### config.mk
export PLATFORM = sky130hd
export DESIGN_NAME = dbg_host_flat
export DESIGN_NICKNAME = d
export VERILOG_FILES = /design/src/rtl/dbg_host_if.sv /design/src/rtl/dbg_host.sv /design/src/flat_wrapper.sv
export SDC_FILE = /design/constraint.sdc
export NUM_CORES = 1
export LEC_CHECK = 0
export CORE_AREA = 8 8 167 169
export CTS_BUF_LIST = sky130_fd_sc_hd__clkbuf_4 sky130_fd_sc_hd__clkbuf_8 sky130_fd_sc_hd__clkbuf_16
export DETAILED_ROUTE_END_ITERATION = 16
export DIE_AREA = 0 0 175 177
export PLACE_DENSITY = 0.65
export SYNTH_ARGS = -nofsm -noshare
export SYNTH_HDL_FRONTEND = slang
export SYNTH_SLANG_ARGS = --single-unit
### constraint.sdc
create_clock -name clk -period 2.95 [get_ports clk]
set_clock_uncertainty 0.15 [all_clocks]
set_input_delay 0.295 -clock clk [delete_from_list [all_inputs] [get_ports clk]]
set_output_delay 0.295 -clock clk [all_outputs]
set_load 0.1 [all_outputs]
### src/rtl/dbg_host_if.sv
// Byte-link and CPU debug/load port bundle for dbg_host.
// The master modport is the dbg_host view and the slave modport is the link/CPU side.
interface dbg_host_if;
    logic [7:0]  rx_data;
    logic        rx_valid;
    logic        rx_ready;
    logic [7:0]  tx_data;
    logic        tx_valid;
    logic        tx_ready;
    logic        debug;
    logic        clk_ld;
    logic [31:0] addr;
    logic [31:0] din;
    logic        we_im;
    logic        we_dm;
    logic [31:0] dout_im;
    logic [31:0] dout_dm;

    modport master (
        input  rx_data, rx_valid, tx_ready, dout_im, dout_dm,
        output rx_ready, tx_data, tx_valid, debug, clk_ld, addr, din, we_im, we_dm
    );
    modport slave (
        output rx_data, rx_valid, tx_ready, dout_im, dout_dm,
        input  rx_ready, tx_data, tx_valid, debug, clk_ld, addr, din, we_im, we_dm
    );
endinterface

### src/rtl/dbg_host.sv
// Debug host: decodes byte-stream commands into CPU debug-port writes, reads, steps and run/halt.
// Defining DBG_CHECKSUM_EN appends an XOR checksum byte to every known frame.
module dbg_host #(
    parameter int PULSE_HI   = 2,
    parameter int PULSE_LO   = 2,
    parameter int READ_WAIT  = 2,
    parameter bit RESET_HALT = 1'b1
) (
    input logic        clk,
    input logic        rstn,
    dbg_host_if.master bus
);
    localparam logic [7:0] C_WIM  = 8'h01;
    localparam logic [7:0] C_WDM  = 8'h02;
    localparam logic [7:0] C_RIM  = 8'h03;
    localparam logic [7:0] C_RDM  = 8'h04;
    localparam logic [7:0] C_STEP = 8'h05;
    localparam logic [7:0] C_RUN  = 8'h06;
    localparam logic [7:0] C_HALT = 8'h07;
    localparam logic [7:0] ACK    = 8'hAA;
    localparam logic [7:0] ERR    = 8'hEE;

    typedef enum logic [3:0] {
        IDLE, GET_ADDR, GET_DATA, GET_CNT, GET_CSUM,
        WR_SETUP, WR_HI, WR_LO, RD_WAIT, RD_SEND, STEP_HI, STEP_LO, SEND
    } state_t;

`ifdef DBG_CHECKSUM_EN
    localparam state_t FRAME_END = GET_CSUM;
`else
    localparam state_t FRAME_END = SEND;
`endif

    state_t      state;
    logic [1:0]  cnt;
    logic [7:0]  cmd, cnt_r, steps, resp;
    logic [31:0] addr_sh, data_sh, rd_sh;
    logic [15:0] timer;
    logic        rd_dm;
`ifdef DBG_CHECKSUM_EN
    logic [7:0]  csum;
`endif

    logic        debug, clk_ld, we_im, we_dm, tx_valid;
    logic [31:0] addr, din;
    logic [7:0]  tx_data;

    logic        rx_ready, acc, fields_done, dispatch;
    logic [7:0]  f_cmd, f_cnt;
    logic [31:0] f_addr, f_data;

    // Field values including the byte being accepted this cycle, so a frame can
    // be dispatched on the same edge that completes it.
    always_comb begin
        rx_ready = (state == IDLE) || (state == GET_ADDR) || (state == GET_DATA) ||
                   (state == GET_CNT) || (state == GET_CSUM);
        acc    = bus.rx_valid && rx_ready;
        f_cmd  = (state == IDLE)     ? bus.rx_data : cmd;
        f_addr = (state == GET_ADDR) ? {bus.rx_data, addr_sh[31:8]} : addr_sh;
        f_data = (state == GET_DATA) ? {bus.rx_data, data_sh[31:8]} : data_sh;
        f_cnt  = (state == GET_CNT)  ? bus.rx_data : cnt_r;
        fields_done = ((state == IDLE) && (bus.rx_data == C_RUN || bus.rx_data == C_HALT)) ||
                      ((state == GET_ADDR) && cnt == 2'd3 && (cmd == C_RIM || cmd == C_RDM)) ||
                      ((state == GET_DATA) && cnt == 2'd3) ||
                      (state == GET_CNT);
`ifdef DBG_CHECKSUM_EN
        dispatch = acc && (state == GET_CSUM) && (bus.rx_data == csum);
`else
        dispatch = acc && fields_done;
`endif
    end

    always_ff @(posedge clk or negedge rstn) begin
        if (!rstn) begin
            state    <= IDLE;
            cnt      <= '0;
            cmd      <= '0;
            cnt_r    <= '0;
            steps    <= '0;
            resp     <= '0;
            addr_sh  <= '0;
            data_sh  <= '0;
            rd_sh    <= '0;
            timer    <= '0;
            rd_dm    <= 1'b0;
            debug    <= RESET_HALT;
            clk_ld   <= 1'b0;
            we_im    <= 1'b0;
            we_dm    <= 1'b0;
            addr     <= '0;
            din      <= '0;
            tx_valid <= 1'b0;
            tx_data  <= '0;
`ifdef DBG_CHECKSUM_EN
            csum     <= '0;
`endif
        end else begin
`ifdef DBG_CHECKSUM_EN
            if (acc) csum <= (state == IDLE) ? bus.rx_data : (csum ^ bus.rx_data);
`endif
            case (state)
                IDLE: if (acc) begin
                    cmd <= bus.rx_data;
                    cnt <= 2'd0;
                    if (bus.rx_data >= C_WIM && bus.rx_data <= C_RDM) state <= GET_ADDR;
                    else if (bus.rx_data == C_STEP)                    state <= GET_CNT;
                    else if (fields_done)                              state <= FRAME_END;
                    else begin
                        resp  <= ERR;
                        state <= SEND;
                    end
                end
                GET_ADDR: if (acc) begin
                    addr_sh <= f_addr;
                    cnt     <= cnt + 2'd1;
                    if (cnt == 2'd3) state <= fields_done ? FRAME_END : GET_DATA;
                end
                GET_DATA: if (acc) begin
                    data_sh <= f_data;
                    cnt     <= cnt + 2'd1;
                    if (fields_done) state <= FRAME_END;
                end
                GET_CNT: if (acc) begin
                    cnt_r <= f_cnt;
                    state <= FRAME_END;
                end
`ifdef DBG_CHECKSUM_EN
                GET_CSUM: if (acc && !dispatch) begin
                    resp  <= ERR;
                    state <= SEND;
                end
`endif
                WR_SETUP: begin
                    clk_ld <= 1'b1;
                    timer  <= 16'(PULSE_HI - 1);
                    state  <= WR_HI;
                end
                WR_HI: if (timer == '0) begin
                    clk_ld <= 1'b0;
                    timer  <= 16'(PULSE_LO - 1);
                    state  <= WR_LO;
                end else timer <= timer - 16'd1;
                WR_LO: if (timer == '0) begin
                    we_im <= 1'b0;
                    we_dm <= 1'b0;
                    resp  <= ACK;
                    state <= SEND;
                end else timer <= timer - 16'd1;
                RD_WAIT: if (timer == '0) begin
                    rd_sh <= rd_dm ? bus.dout_dm : bus.dout_im;
                    cnt   <= 2'd0;
                    state <= RD_SEND;
                end else timer <= timer - 16'd1;
                // Next byte is presented on the handshake edge so a ready sink sees no gaps.
                RD_SEND: if (!tx_valid) begin
                    tx_valid <= 1'b1;
                    tx_data  <= rd_sh[7:0];
                    rd_sh    <= rd_sh >> 8;
                end else if (bus.tx_ready) begin
                    cnt <= cnt + 2'd1;
                    if (cnt == 2'd3) begin
                        tx_valid <= 1'b0;
                        state    <= IDLE;
                    end else begin
                        tx_data <= rd_sh[7:0];
                        rd_sh   <= rd_sh >> 8;
                    end
                end
                STEP_HI: if (timer == '0) begin
                    clk_ld <= 1'b0;
                    timer  <= 16'(PULSE_LO - 1);
                    state  <= STEP_LO;
                end else timer <= timer - 16'd1;
                STEP_LO: if (timer == '0) begin
                    if (steps == 8'd1) begin
                        resp  <= ACK;
                        state <= SEND;
                    end else begin
                        steps  <= steps - 8'd1;
                        clk_ld <= 1'b1;
                        timer  <= 16'(PULSE_HI - 1);
                        state  <= STEP_HI;
                    end
                end else timer <= timer - 16'd1;
                SEND: if (!tx_valid) begin
                    tx_valid <= 1'b1;
                    tx_data  <= resp;
                end else if (bus.tx_ready) begin
                    tx_valid <= 1'b0;
                    state    <= IDLE;
                end
                default: state <= IDLE;
            endcase

            // A complete, valid frame overrides whatever the field states chose.
            if (dispatch) begin
                state <= SEND;
                resp  <= ERR;
                case (f_cmd)
                    C_RUN: begin
                        debug <= 1'b0;
                        resp  <= ACK;
                    end
                    C_HALT: begin
                        debug <= 1'b1;
                        resp  <= ACK;
                    end
                    default: if (debug) begin
                        if (f_cmd == C_WIM || f_cmd == C_WDM) begin
                            addr  <= f_addr;
                            din   <= f_data;
                            we_im <= (f_cmd == C_WIM);
                            we_dm <= (f_cmd == C_WDM);
                            state <= WR_SETUP;
                        end else if (f_cmd == C_RIM || f_cmd == C_RDM) begin
                            addr  <= f_addr;
                            rd_dm <= (f_cmd == C_RDM);
                            timer <= 16'(READ_WAIT - 1);
                            state <= RD_WAIT;
                        end else if (f_cnt != 8'd0) begin
                            steps  <= f_cnt;
                            clk_ld <= 1'b1;
                            timer  <= 16'(PULSE_HI - 1);
                            state  <= STEP_HI;
                        end else resp <= ACK;
                    end
                endcase
            end
        end
    end

    assign bus.rx_ready = rx_ready;
    assign bus.tx_data  = tx_data;
    assign bus.tx_valid = tx_valid;
    assign bus.debug    = debug;
    assign bus.clk_ld   = clk_ld;
    assign bus.addr     = addr;
    assign bus.din      = din;
    assign bus.we_im    = we_im;
    assign bus.we_dm    = we_dm;
endmodule

### src/flat_wrapper.sv
// flat-port wrapper written by rule: the top's interface ports become plain ports
module dbg_host_flat 
#(
    parameter int PULSE_HI   = 2,
    parameter int PULSE_LO   = 2,
    parameter int READ_WAIT  = 2,
    parameter bit RESET_HALT = 1'b1
)
  (clk, rstn, bus_rx_data, bus_rx_valid, bus_tx_ready, bus_dout_im, bus_dout_dm, bus_rx_ready, bus_tx_data, bus_tx_valid, bus_debug, bus_clk_ld, bus_addr, bus_din, bus_we_im, bus_we_dm);
  dbg_host_if bus_i ();
  input logic clk;
  input logic rstn;
  input wire logic [$bits(bus_i.rx_data)-1:0] bus_rx_data;
  input wire logic [$bits(bus_i.rx_valid)-1:0] bus_rx_valid;
  input wire logic [$bits(bus_i.tx_ready)-1:0] bus_tx_ready;
  input wire logic [$bits(bus_i.dout_im)-1:0] bus_dout_im;
  input wire logic [$bits(bus_i.dout_dm)-1:0] bus_dout_dm;
  output wire logic [$bits(bus_i.rx_ready)-1:0] bus_rx_ready;
  output wire logic [$bits(bus_i.tx_data)-1:0] bus_tx_data;
  output wire logic [$bits(bus_i.tx_valid)-1:0] bus_tx_valid;
  output wire logic [$bits(bus_i.debug)-1:0] bus_debug;
  output wire logic [$bits(bus_i.clk_ld)-1:0] bus_clk_ld;
  output wire logic [$bits(bus_i.addr)-1:0] bus_addr;
  output wire logic [$bits(bus_i.din)-1:0] bus_din;
  output wire logic [$bits(bus_i.we_im)-1:0] bus_we_im;
  output wire logic [$bits(bus_i.we_dm)-1:0] bus_we_dm;
  assign bus_i.rx_data = bus_rx_data;
  assign bus_i.rx_valid = bus_rx_valid;
  assign bus_i.tx_ready = bus_tx_ready;
  assign bus_i.dout_im = bus_dout_im;
  assign bus_i.dout_dm = bus_dout_dm;
  assign bus_rx_ready = bus_i.rx_ready;
  assign bus_tx_data = bus_i.tx_data;
  assign bus_tx_valid = bus_i.tx_valid;
  assign bus_debug = bus_i.debug;
  assign bus_clk_ld = bus_i.clk_ld;
  assign bus_addr = bus_i.addr;
  assign bus_din = bus_i.din;
  assign bus_we_im = bus_i.we_im;
  assign bus_we_dm = bus_i.we_dm;
  dbg_host #(.PULSE_HI(PULSE_HI), .PULSE_LO(PULSE_LO), .READ_WAIT(READ_WAIT), .RESET_HALT(RESET_HALT)) u_core (.clk(clk), .rstn(rstn), .bus(bus_i));
endmodule
# After elaboration in Yosys (flattened, before gate mapping)
# Index checks and enable logic that the tools add are counted.
# classes
n_mul	0
addsub	3
bitwise_logic	2
div	0
eq_ne	53
muxes	113
shifts	0
n_lt_le_gt_ge	2
n_reduce_logical	44
# ops
cell	count
32-bit two-way mux	9
8-bit two-way mux	27
16-bit two-way mux	10
4-bit two-way mux	24
16-bit one-hot mux with 4 select lines	1
32-bit one-hot mux with 2 select lines	1
8-bit by 3-bit == test with 1-bit output, second input constant	7
4-bit one-hot mux with 12 select lines	1
3-bit by 1-bit != test with 1-bit output, second input constant	14
1-bit two-way mux	26
8-bit by 2-bit == test with 1-bit output, second input constant	3
8-bit one-hot mux with 3 select lines	1
4-bit == test, second input constant	5
4-bit by 3-bit == test with 1-bit output, second input constant	4
8-bit by 1-bit == test with 1-bit output, second input constant	2
16-bit zero test	1
8-bit one-hot mux with 2 select lines	1
16-bit AND reduction	1
4-bit AND reduction	4
16-bit by 1-bit subtractor with 16-bit output, second input constant	1
3-bit by 2-bit != test with 1-bit output, second input constant	5
1-bit logical OR	11
2-bit two-way mux	5
2-bit AND reduction	5
other kinds (25)	48
# word_totals
input_bits	76
ramBits	0
mem_bits_ro	0
word_cells	236
latchBits	0
memories	0
reg_bits	228
output_inout_bits	78

# Longest topological paths before layout
# depth
word_depth	12
mapped_depth	13
depth_no_buf	11

# Worst setup path after synthesis
# No wires, ideal clock.
# synth_timing
path_type	reg-to-reg
from	register u_core.state[0]
to	register u_core.addr_sh[10]
required_ns	2.675
synth_period_minus_slack_ns	3.552
arrival_ns	3.278
path_buffers	3
setup_ns	0.125
path_stages_with_launch	8
slack_ns	-0.602
cell_sequence	dfrtp_1 > buf_6 > o21ai_0 > nor2b_1 > and3_1 > clkbuf_1 > buf_1 > mux2_2
# synth_via
elab_chain_len	7
elab_cells_between_ends	12
classes_between	eq/ne: 4; mux: 1; reduce/logical: 7
# synth_rtl
item	line_no	source
start, declared	dbg_host.sv:34	state_t state;
start signal, assigned	dbg_host.sv:116	if (cnt == 2'd3) state <= fields_done ? FRAME_END : GET_DATA;
4-bit by 1-bit == test with 1-bit output or 4-bit zero test (tied branches)	dbg_host.sv:55	rx_ready = (state == IDLE) || (state == GET_ADDR) || (state == GET_DATA) ||
1-bit logical OR (3 in a row)	dbg_host.sv:55	
1-bit logical OR *	dbg_host.sv:56	(state == GET_CNT) || (state == GET_CSUM);
net bus_rx_ready	flat_wrapper.sv:18	output wire logic [$bits(bus_i.rx_ready)-1:0] bus_rx_ready;
1-bit logical AND *	dbg_host.sv:57	acc = bus.rx_valid && rx_ready;
2-bit AND reduction (no line) *	--	
end signal, assigned	dbg_host.sv:114	addr_sh <= f_addr;
end, declared	dbg_host.sv:37	logic [31:0] addr_sh, data_sh, rd_sh;
# The timed path passes the listed nets; every way through them passes the cells marked *.
# A chain may end at the register's enable or synchronous reset.

# Worst setup path after layout
# layout_timing
from	register u_core.state[3]
to	register u_core.timer[1]
# layout_via
elab_chain_len	9
elab_cells_between_ends	45
classes_between	eq/ne: 16; mux: 9; reduce/logical: 20
# layout_rtl
item	line_no	source
4-bit by 3-bit == test with 1-bit output (tied with other cells)	dbg_host.sv:101	case (state)
2-bit OR reduction (no line) (tied with other cells)	--	
16-bit one-hot mux with 4 select lines (tied with other cells)	dbg_host.sv:101	
16-bit two-way mux or 1-bit logical OR (tied branches)	dbg_host.sv:220, dbg_host.sv:215	
16-bit two-way mux	dbg_host.sv:215	end else if (f_cmd == C_RIM || f_cmd == C_RDM) begin
16-bit two-way mux	dbg_host.sv:209	if (f_cmd == C_WIM || f_cmd == C_WDM) begin
16-bit two-way mux	dbg_host.sv:208	default: if (debug) begin
16-bit two-way mux	dbg_host.sv:199	case (f_cmd)
16-bit two-way mux *	dbg_host.sv:196	if (dispatch) begin
end signal, assigned	dbg_host.sv:184	end else timer <= timer - 16'd1;
end signal, assigned	dbg_host.sv:218	timer <= 16'(READ_WAIT - 1);
end signal, assigned	dbg_host.sv:223	timer <= 16'(PULSE_HI - 1);
end, declared	dbg_host.sv:38	logic [15:0] timer;
# Every way passes the cells marked *; elsewhere a longest branch is shown, timed or not.

==> impl_results.html <==
<table>
<tr><th>Metric</th><th>Value</th></tr>
<tr><th colspan="2">Yosys</th></tr>
<tr><td>Primary flip-flop cell chosen by synthesis mapping</td><td>dfrtp_1</td></tr>
<tr><td>Most instantiated library cell after synthesis</td><td>dfrtp_1</td></tr>
<tr><td>Synth area leader</td><td>dfrtp_1</td></tr>
<tr><td>Synth Area per Inst</td><td>10.7 um2</td></tr>
<tr><td>Number of enable-type register cells in the synthesized netlist</td><td>0</td></tr>
<tr><td>FF+latch count, synth</td><td>222</td></tr>
<tr><td>Sequential cell area fraction in the yosys report</td><td>0.500</td></tr>
<tr><td>Mapped Area</td><td>11100 um2</td></tr>
<tr><td>Area fraction of the dominant cell type after synthesis</td><td>0.497</td></tr>
<tr><td>Fraction of registers with async set or reset after synthesis</td><td>1.00</td></tr>
<tr><td>Cell variety after synth</td><td>75</td></tr>
<tr><td>Top area cells in the synthesized netlist</td><td>dfrtp_1 50%, mux2i_1 9.8%, mux2_2 8.2%</td></tr>
<tr><td>Synthesis Warnings</td><td>0</td></tr>
<tr><td>Post-Synthesis Cells</td><td>1038</td></tr>
<tr><td>Synth Net Count</td><td>1120</td></tr>
<tr><td>Most common library cells after synthesis</td><td>221 x dfrtp_1, 112 x nor2_1, 109 x mux2i_1, 81 x mux2_2, 81 x nand2_1</td></tr>
<tr><th colspan="2">GRT</th></tr>
<tr><td>Pin count of the biggest net entering global routing</td><td>84</td></tr>
<tr><td>Number of global-route vias before repair</td><td>8346</td></tr>
<tr><td>Final global-route overflow total</td><td>0</td></tr>
<tr><td>Number of antenna violations at the first check in global routing</td><td>0</td></tr>
<tr><td>Tot GR Track Use</td><td>0.171</td></tr>
<tr><td>First-pass GRT wire length</td><td>44000 um</td></tr>
<tr><th colspan="2">STA</th></tr>
<tr><td>Transition time at the pin with the least slew margin</td><td>0.691 ns</td></tr>
<tr><td>Max-slew violation total from the final report</td><td>0</td></tr>
<tr><td>Shortest clock period the worst path allows after layout</td><td>2.72 ns</td></tr>
<tr><td>Final worst slack</td><td>0.230 ns</td></tr>
<tr><td>Post-route fraction of the period consumed by the critical path</td><td>0.922</td></tr>
<tr><td>Total negative slack</td><td>0 ns</td></tr>
<tr><td>Peak Freq</td><td>368 MHz</td></tr>
<tr><td>Relative slew margins</td><td>0.539</td></tr>
<tr><td>Final count of hold timing violations</td><td>0</td></tr>
<tr><td>RSZ-0062 raised after global routing</td><td>no</td></tr>
<tr><td>Number of failing setup endpoints in the final timing report</td><td>0</td></tr>
<tr><th colspan="2">Placed design</th></tr>
<tr><td>Final estimated routing congestion in global placement</td><td>0.896</td></tr>
<tr><td>Detail Placement HPWL</td><td>18800 um</td></tr>
<tr><td>Setup slack at placement</td><td>0.0631 ns</td></tr>
<tr><td>IO Port Bufs</td><td>153</td></tr>
<tr><td>Post-place instance area</td><td>13000 um2</td></tr>
<tr><th colspan="2">Detailed routing</th></tr>
<tr><td>Final routed wire length divided by cell count</td><td>17.0 um</td></tr>
<tr><td>Antenna violation net count after detailed routing</td><td>0</td></tr>
<tr><td>Drt via density</td><td>5.29</td></tr>
<tr><td>DRC Markers</td><td>0</td></tr>
<tr><td>Initial detailed-routing violation count</td><td>436</td></tr>
<tr><td>Drt first pass iters</td><td>5</td></tr>
<tr><td>Via Count</td><td>8199</td></tr>
<tr><td>Total Wirelength</td><td>26300 um</td></tr>
<tr><th colspan="2">CTS</th></tr>
<tr><td>Root buffer cell</td><td>clkbuf_16</td></tr>
<tr><td>TritonCTS clock tree</td><td>done</td></tr>
<tr><td>Total number of clock tree sinks</td><td>222</td></tr>
<tr><td>Clock buffers created by TritonCTS</td><td>25</td></tr>
<tr><td>Clock slew at reported path FFs</td><td>0.06 ns</td></tr>
<tr><td>Clock Latency Late Sink</td><td>0.52 ns</td></tr>
<tr><td>Buffer levels on the longest clock path</td><td>3</td></tr>
<tr><td>H-tree lvl count</td><td>1</td></tr>
<tr><th colspan="2">Setup path</th></tr>
<tr><td>Data required time of the worst path</td><td>3.22 ns</td></tr>
<tr><td>Critical path type</td><td>reg2reg</td></tr>
<tr><td>R2r setup slk</td><td>0.23 ns</td></tr>
<tr><td>Crit start category</td><td>register</td></tr>
<tr><td>Worst-path fanout max</td><td>15</td></tr>
<tr><td>Critical Path End Type</td><td>register</td></tr>
<tr><td>Arrival time of data at the critical path endpoint</td><td>2.99 ns</td></tr>
<tr><th colspan="2">Cells and area</th></tr>
<tr><td>Number of antenna cells inserted</td><td>0</td></tr>
<tr><td>Fraction of layout cells with a size suffix above 1</td><td>0.268</td></tr>
<tr><td>Post-route standard cell area excluding fillers</td><td>13900 um2</td></tr>
<tr><td>Area growth from synthesis to final layout</td><td>25.0%</td></tr>
<tr><td>Final layout net count</td><td>1280</td></tr>
<tr><th colspan="2">Power</th></tr>
<tr><td>IR drop worst, VDD</td><td>0.512 mV</td></tr>
<tr><td>P_leak</td><td>0.00608 uW</td></tr>
<tr><td>Power density relative to cell area</td><td>472 nW/um2</td></tr>
<tr><th colspan="2">Floorplan</th></tr>
<tr><td>Vertical extent of the die</td><td>177 um</td></tr>
<tr><td>Overall die area</td><td>31000 um2</td></tr>
<tr><td>Die width</td><td>175 um</td></tr>
<tr><td>Number of top-level pins</td><td>154</td></tr>
<tr><td>Placement row count</td><td>59</td></tr>
<tr><td>Starting utilization of the core area</td><td>0.437</td></tr>
<tr><td>Area of the placeable core</td><td>25500 um2</td></tr>
<tr><th colspan="2">Worst hold path</th></tr>
<tr><td>Type of the tightest min-delay check</td><td>in2async</td></tr>
<tr><th colspan="2">Flow run</th></tr>
<tr><td>Max-Cap Viols</td><td>0</td></tr>
<tr><th colspan="2">Outcome</th></tr>
<tr><td>Status</td><td>finished clean</td></tr>
</table>
## cell families (layout without fill, tap and decap cells)
kind of cell / count (synthesis) / count (layout) / synth area share
XOR/XNOR: 15 / 15 / 0.0118
AO/OA/AOI/OAI: 228 / 228 / 0.130
multiplexers: 192 / 192 / 0.182
flip-flops: 222 / 222 / 0.500
AND/OR/NAND/NOR: 292 / 292 / 0.131
buffers and inverters: 83 / 261 / 0.0385
adder cells (fa/ha/maj): 6 / 6 / 0.00675
## registers in the layout (all words and copies together), names as in the netlist, 2 cells and up
register            flops
u_core.data_sh         32
u_core.state            4
u_core.addr_sh         32
u_core.bus.din         32
u_core.cnt              2
u_core.cmd              8
u_core.resp             2
u_core.timer           16
u_core.rd_sh           32
u_core.bus.tx_data      8
u_core.bus.addr        32
u_core.steps            8
u_core.cnt_r            8
## placed cells by master, fill, tap and decap left out, drive strengths merged, types with 5 or more instances in the layout
cell / synthesis / routed
nor2: 122 / 122
xnor2: 10 / 10
nor4: 10 / 10
nand2b: 8 / 8
dfrtp: 221 / 221
clkdlybuf4s50: 0 / 74
mux2i: 109 / 109
nand4: 5 / 5
nor2b: 9 / 9
ha: 6 / 6
mux2: 83 / 83
nand2: 81 / 81
nor4b: 5 / 5
a31oi: 8 / 8
or4: 5 / 5
a21oi: 87 / 87
a211oi: 14 / 14
inv: 13 / 14
or2: 6 / 6
xor2: 5 / 5
clkbuf: 36 / 36
o22ai: 13 / 13
buf: 34 / 128
and3: 5 / 5
nor3: 14 / 14
o21ai: 77 / 77
## final cells by class
type | count | area [um2]
Timing Repair Buffer | 203 | 1810
Clock inverter | 9 | 134
Clock buffer | 36 | 758
Sequential cell | 222 | 5560
Inverter | 13 | 53.8
Fill cell | 2236 | 11600
Multi-Input combinational cell | 733 | 5170
Tap cell | 335 | 419
## path summary, 6_finish.rpt
check / depth (start not counted) / end / startpoint
min in group clk: 3 / u_core.rd_sh[28] / bus_dout_im[28]
max in group asynchronous: 3 / u_core.rd_sh[11] / rstn
max: 7 / u_core.timer[1] / u_core.state[3]
min: 2 / u_core.timer[13] / rstn
min reg2reg: 2 / u_core.rd_sh[9] / u_core.rd_sh[9]
max reg2reg: 7 / u_core.timer[1] / u_core.state[3]
## per-layer routing
| layer | vias to the layer above | share of wire | track usage |
|---|---|---|---|
| met5 | - | 0 | 0 |
| li1 | 4028 | - | - |
| met3 | 27 | 0.056 | 0.0350 |
| met1 | 3982 | 0.44 | 0.227 |
| met2 | 162 | 0.49 | 0.284 |
| met4 | 0 | 0.013 | 0.0389 |
## where the power goes
group          switching (uW)  internal [uW]  total, uW  leakage [uW]
Combinational             120            122        242       0.00265
Sequential                  0           3050       3050       0.00299
Clock                    1220           2050       3270      0.000443
## what timing repair did
action                     in CTS  in global routing
hold buffers                    1                  0
hold endpoints to repair       76                  0
setup buffers                   0                  0
setup endpoints to repair       0                  5
gates resized for setup         0                  1
## through the flow
step            util  power, uW  cells  hold slack, ns
3_5_place_dp   0.510       3350   1505           0.198
6_report       0.546       6560   1551           0.214
4_1_cts        0.546       6660   1551           0.239
5_1_grt        0.546       6820   1551           0.248
2_1_floorplan      -       3150   1038          -0.151
3_3_place_gp   0.510       3350   1505           0.194
## critical path, cell delays in order (launching register included)
cell,delay [ns]
dfrtp_1,0.52
buf_4,0.27
nor4bb_2,0.52
a31oi_1,0.21
nor4b_2,0.46
o21ai_2,0.15
buf_12,0.17
a211oi_1,0.17
Note: power is estimated with default switching activity, not from simulation.
